[src/rtl/ps2_key_receiver.sv]
// PS/2 keyboard receiver: synchronises the raw bus, deframes bytes and
// decodes make / break (F0) / extended (E0) sequences into key state.
module ps2_key_receiver #(
  parameter int TIMEOUT_CYCLES = 10000
) (
  input  logic       clock,
  input  logic       resetn,
  input  logic       PS2_CLK,
  input  logic       PS2_DAT,
  output logic [7:0] last_key_received,
  output logic       key_extended,
  output logic       key_held,
  output logic       key_strobe,
  output logic       frame_error
);

  localparam int CW = $clog2(TIMEOUT_CYCLES + 1);
  localparam logic [CW-1:0] TO_LAST = CW'(TIMEOUT_CYCLES - 1);

  typedef enum logic [1:0] {
    IDLE,
    DATA,
    PARITY,
    STOP
  } state_t;

  state_t          state;
  logic [2:0]      clk_sh;
  logic [1:0]      dat_sh;
  logic [2:0]      bit_cnt;
  logic [7:0]      shreg;
  logic            par_bit;
  logic [CW-1:0]   to_cnt;
  logic            ext_pending;
  logic            brk_pending;
  logic            fall;
  logic            dat_bit;
  logic            frame_ok;

  assign fall     = clk_sh[2] & ~clk_sh[1];
  assign dat_bit  = dat_sh[1];
  assign frame_ok = dat_bit & (^{shreg, par_bit});

  // Two-flop synchronisers plus one history flop for fall detection
  always_ff @(posedge clock or negedge resetn) begin
    if (!resetn) begin
      clk_sh <= 3'b111;
      dat_sh <= 2'b11;
    end else begin
      clk_sh <= {clk_sh[1:0], PS2_CLK};
      dat_sh <= {dat_sh[0], PS2_DAT};
    end
  end

  // Frame FSM with inter-bit timeout and byte decode on the stop bit
  always_ff @(posedge clock or negedge resetn) begin
    if (!resetn) begin
      state             <= IDLE;
      bit_cnt           <= '0;
      shreg             <= '0;
      par_bit           <= 1'b0;
      to_cnt            <= '0;
      ext_pending       <= 1'b0;
      brk_pending       <= 1'b0;
      last_key_received <= '0;
      key_extended      <= 1'b0;
      key_held          <= 1'b0;
      key_strobe        <= 1'b0;
      frame_error       <= 1'b0;
    end else begin
      key_strobe  <= 1'b0;
      frame_error <= 1'b0;
      if (state == IDLE) begin
        to_cnt <= '0;
        if (fall && !dat_bit) begin
          state   <= DATA;
          bit_cnt <= '0;
        end
      end else if (fall) begin
        to_cnt <= '0;
        case (state)
          DATA: begin
            shreg   <= {dat_bit, shreg[7:1]};
            bit_cnt <= bit_cnt + 3'd1;
            if (bit_cnt == 3'd7) state <= PARITY;
          end
          PARITY: begin
            par_bit <= dat_bit;
            state   <= STOP;
          end
          default: begin
            state <= IDLE;
            if (!frame_ok) begin
              frame_error <= 1'b1;
            end else if (shreg == 8'hE0) begin
              ext_pending <= 1'b1;
            end else if (shreg == 8'hF0) begin
              brk_pending <= 1'b1;
            end else if (brk_pending) begin
              if (shreg == last_key_received &&
                  ext_pending == key_extended)
                key_held <= 1'b0;
              ext_pending <= 1'b0;
              brk_pending <= 1'b0;
            end else begin
              last_key_received <= shreg;
              key_extended      <= ext_pending;
              key_held          <= 1'b1;
              key_strobe        <= 1'b1;
              ext_pending       <= 1'b0;
              brk_pending       <= 1'b0;
            end
          end
        endcase
      end else if (to_cnt == TO_LAST) begin
        state       <= IDLE;
        to_cnt      <= '0;
        frame_error <= 1'b1;
      end else begin
        to_cnt <= to_cnt + CW'(1);
      end
    end
  end

endmodule

[config.mk]
export PLATFORM = sky130hd
export DESIGN_NAME = ps2_key_receiver
export DESIGN_NICKNAME = d
export VERILOG_FILES = /design/src/rtl/ps2_key_receiver.sv
export SDC_FILE = /design/constraint.sdc
export NUM_CORES = 1
export LEC_CHECK = 0
export ABC_CLOCK_PERIOD_IN_PS = 6450
export BUFFER_PORTS_ARGS = -buffer_cell sky130_fd_sc_hd__buf_4
export CORE_UTILIZATION = 29
export CTS_CLUSTER_DIAMETER = 60
export DETAILED_ROUTE_END_ITERATION = 10
export GPL_TIMING_DRIVEN = 0
export SLEW_MARGIN = 0
export SYNTH_ARGS = -nofsm -noshare
export SYNTH_HDL_FRONTEND = slang
export SYNTH_SLANG_ARGS = --single-unit
[constraint.sdc]
create_clock -name clock -period 6.45 [get_ports clock]
set_input_delay 1.29 -clock clock [delete_from_list [all_inputs] [get_ports clock]]
set_output_delay 1.29 -clock clock [all_outputs]
set_load 0.03 [all_outputs]
==> results.md <==
- Final hold vios: 0
- Clk root buf: clkbuf_8
- Mux share of post-synthesis cell area: 0.1114
- Largest family of logic cells by synthesized area: simple AND/OR/NAND/NOR gates
- Top Usage Layer GRT: met2
- TNS Setup: 0 ns
- Most numerous cell in the Yosys netlist: dfrtp_1
- Crit path max-delay family: simple AND/OR/NAND/NOR gates
- Reg area: 1182 um^2
- Tmin final: 2.574 ns
- Post-synth top area share: 0.4631
- Initial Util: 0.3064
- Iter 0 DRT Violations: 57
- Post-synthesis sequential area ratio: 0.5209
- WL per Instance: 11.50 um
- CP max-delay cell: nor3b_1
- Sw frac: 0.3562
- Overflow after GRT: 0
- Die span in x: 90.47 um
- Max-Cap Viols: 0
- Arr. time, crit path: 2.76 ns
- Core Footprint: 7408 um^2
- DIE HEIGHT: a little over 90 um
- Cell area power density: 403.4 nW/um^2
- RSZ-0062 raised after global routing: false
- Routing usage on met2: 0.1585
- Post-synthesis compound-gate area fraction: 0.03583
- H-Tree Depth: 2
- Multi-input logic area: between 1000 and 1500 um^2
- CP peak stage delay: 0.51 ns
- Number of global-route vias before repair: around 1,400
- Net Count, Synth: 203
- Setup crit start kind: register
- P_sw: around 0.38 mW
- Ys Warns: 0
- CTS tree: done
- CTS Buf Count: 5
- # port buffers: 15
- P&R area growth vs syn: 15.10%
- Number of placed instances, taps included: 307
- Critical path type: register to register
- Final net count: 225
- Mean post-synth cell area: about 12 um^2
- Longest Clk Path Bufs: 2
- Reg clk slew, reported paths: 0.08 ns
- Status: complete, no violations
- Combinational Power Share: 0.400
- Clock latency on the worst-skew pair: 0.30 ns
- GPL Wtd Cong: 0.7610
- EDFF count, synth: 0
- Pre-antenna DRT Iters: 4
- Required @ worst endpoint: 6.64 ns
- Post-CTS Hold Buffers: 0
- # setup viols final: 0
- Via count: 1,413
- Max_slew headroom: 0.6134
- Drc violations: 0
- Ys flop type: dfrtp_1
- Standby leakage power: 1.182 nW
- Period utilization: 0.3991
- Area leader, netlist: dfrtp_1
- Seq cells post-synth: 47
- HPWL after DPL: 2545 um
- Post-DRT Antenna Nets: 0
- ANT cells: 0
- First-pass GRT wire length: 6624 um
- Seq pwr share: 0.400
- Synth cell types: 39
- CP Cell Sequence: inv_1 -> ha_1 -> clkbuf_1 -> nor3b_1 -> nand3b_1 -> nor2_1 -> and3b_4 -> buf_12 -> mux2_4
- Internal power: between 0.6 and 0.7 mW
- Slew Limit Fails: 0
- Largest net degree at the start of global routing: 48
- Post-cts sizing count: 0
- Fin cells: 315
- Synth Instances: between 150 and 200
- Clock group share of total power: 0.200
- Vias/cell: around 4.5
- Hold WC Path Type: register to register
- Fmax: 388.4 MHz
- Grt met1 use: 0.1362
- Peak supply drop: 146.6 uV
- Die area: a little over 8000 um^2
- Met3 Usage GRT: 0.02525
- Commonest cells post-synth: 42 x dfrtp_1, 22 x nor2_1, 14 x xnor2_1
- Synth Area in Simple Gates: 0.1533
- Synth Area in Adders: 0.03308
- Final wirelength: 3624 um
- Worst Max-Slew Pin Slew: 0.5799 ns
- Synth Cell Area: 2270 um^2
- # fillers: between 700 and 800
- CP Max Fanout: 10
- Crit path capture type: register
- Setup Buffers After CTS: 0
- Number of cell rows: 31
- Initial antenna violation count: 0
- Post-Synth XOR/XNOR Area: 0.1180
- Crit path buf inv count: 3
- Async SR Flop Fraction: 1.000
- Synth top area cells: dfrtp_1 46%, dfstp_2 5.8%, xnor2_1 5.4%
- Clock sink count: 47
- Share of post-route cells with drive strength above 1: 0.2454
- Clk_skew: 0.007908 ns
- GRT Util Overall: 0.09998
- Io pins: 16
[registers in the layout (all words and copies together), names as in the netlist, 2 cells and up]
signal	flops
to_cnt	14
state	2
last_key_received	8
dat_sh	2
clk_sh	3
shreg	8
bit_cnt	3
[area by class of cell]
class	count	share of cell area
plain buffers	5	0.01676
clock buffers	7	0.02921
clock inverters	1	0.01149
inverters	5	0.007184
multi-input cells	136	0.3922
flip-flops and latches	47	0.4526
well taps	99	0.04741
repair buffers	15	0.04310
[worst reg2reg max path, delay by kind of cell, from the launching register on]
family,cells,cell delay (ns)
adder cells (fa/ha/maj),1,0.19
buffers and inverters,3,0.44
flip-flops,1,0.36
multiplexers,1,0.30
AND/OR/NAND/NOR,4,1.18
[routing by layer]
| layer | wire (um) | vias to the layer above |
|---|---|---|
| met4 | 28 | 0 |
| met3 | 126 | 5 |
| met2 | 1594 | 19 |
| met1 | 1874 | 685 |
| li1 | - | 704 |
| met5 | 0 | - |
[kinds of logic (layout without fill, tap and decap cells)]
logic type / count (synthesis) / in the layout
DFF: 47 / 47
and+or+nand+nor: 69 / 69
xor gates and xnor gates: 28 / 28
AOI/OAI and AO/OA: 13 / 13
muxes: 20 / 20
adders and majority gates: 6 / 6
buffers and inverters: 10 / 33
[cells in the final DEF (no fill, tap or decap), types with 2 or more instances in the layout]
cell type	netlist	routed
nor3_1	3	3
mux2_2	10	10
dfstp_2	5	5
a31oi_1	2	2
nor2b_1	3	3
and3_1	2	2
nor2_1	22	22
nand3_1	10	10
xor2_1	12	12
a21oi_1	3	3
o21ai_0	4	4
nand2_1	13	13
nor4_1	3	3
clkbuf_8	0	5
nand2b_1	3	3
dfrtp_1	42	42
xnor2_1	14	14
nand4_1	2	2
clkbuf_1	2	4
mux2_4	8	8
buf_4	0	15
inv_1	5	5
mux2i_1	2	2
ha_1	6	6
[worst paths after layout]
check,to,cells after the start,from,slack [ns]
max,last_key_received[4],9,state[0],3.88
max in group asynchronous,to_cnt[7],1,resetn,5.06
min in group asynchronous,ext_pending,1,resetn,0.99
min reg2reg,clk_sh[1],0,clk_sh[0],0.36
min,clk_sh[1],0,clk_sh[0],0.36
max reg2reg,last_key_received[4],9,state[0],3.88
[metrics by stage]
step | util | area (um^2) | setup WS [ns] | power (mW) | hold slack (ns)
final | 0.3526 | 2613 | 3.876 | 1.054 | 0.3576
after global routing | 0.3526 | 2613 | 3.641 | 1.131 | 0.3631
after CTS | 0.3526 | 2613 | 3.881 | 1.065 | 0.3597
after detailed placement | 0.3383 | 2506 | 3.907 | 0.8511 | 0.3469
after global placement | 0.3383 | 2506 | 3.945 | 0.8437 | 0.3455
after floorplan | - | 2270 | 4.323 | 0.7436 | 0.3452
[power groups by stage]
stage | clock network (mW) | logic, mW | registers [mW]
floorplan | 0 | 0.294 | 0.450
global placement | 0 | 0.418 | 0.426
detailed placement | 0 | 0.424 | 0.428
CTS | 0.218 | 0.425 | 0.422
global route | 0.229 | 0.469 | 0.434
finish | 0.210 | 0.422 | 0.422
No activity file was read; power rests on OpenSTA's default activity.
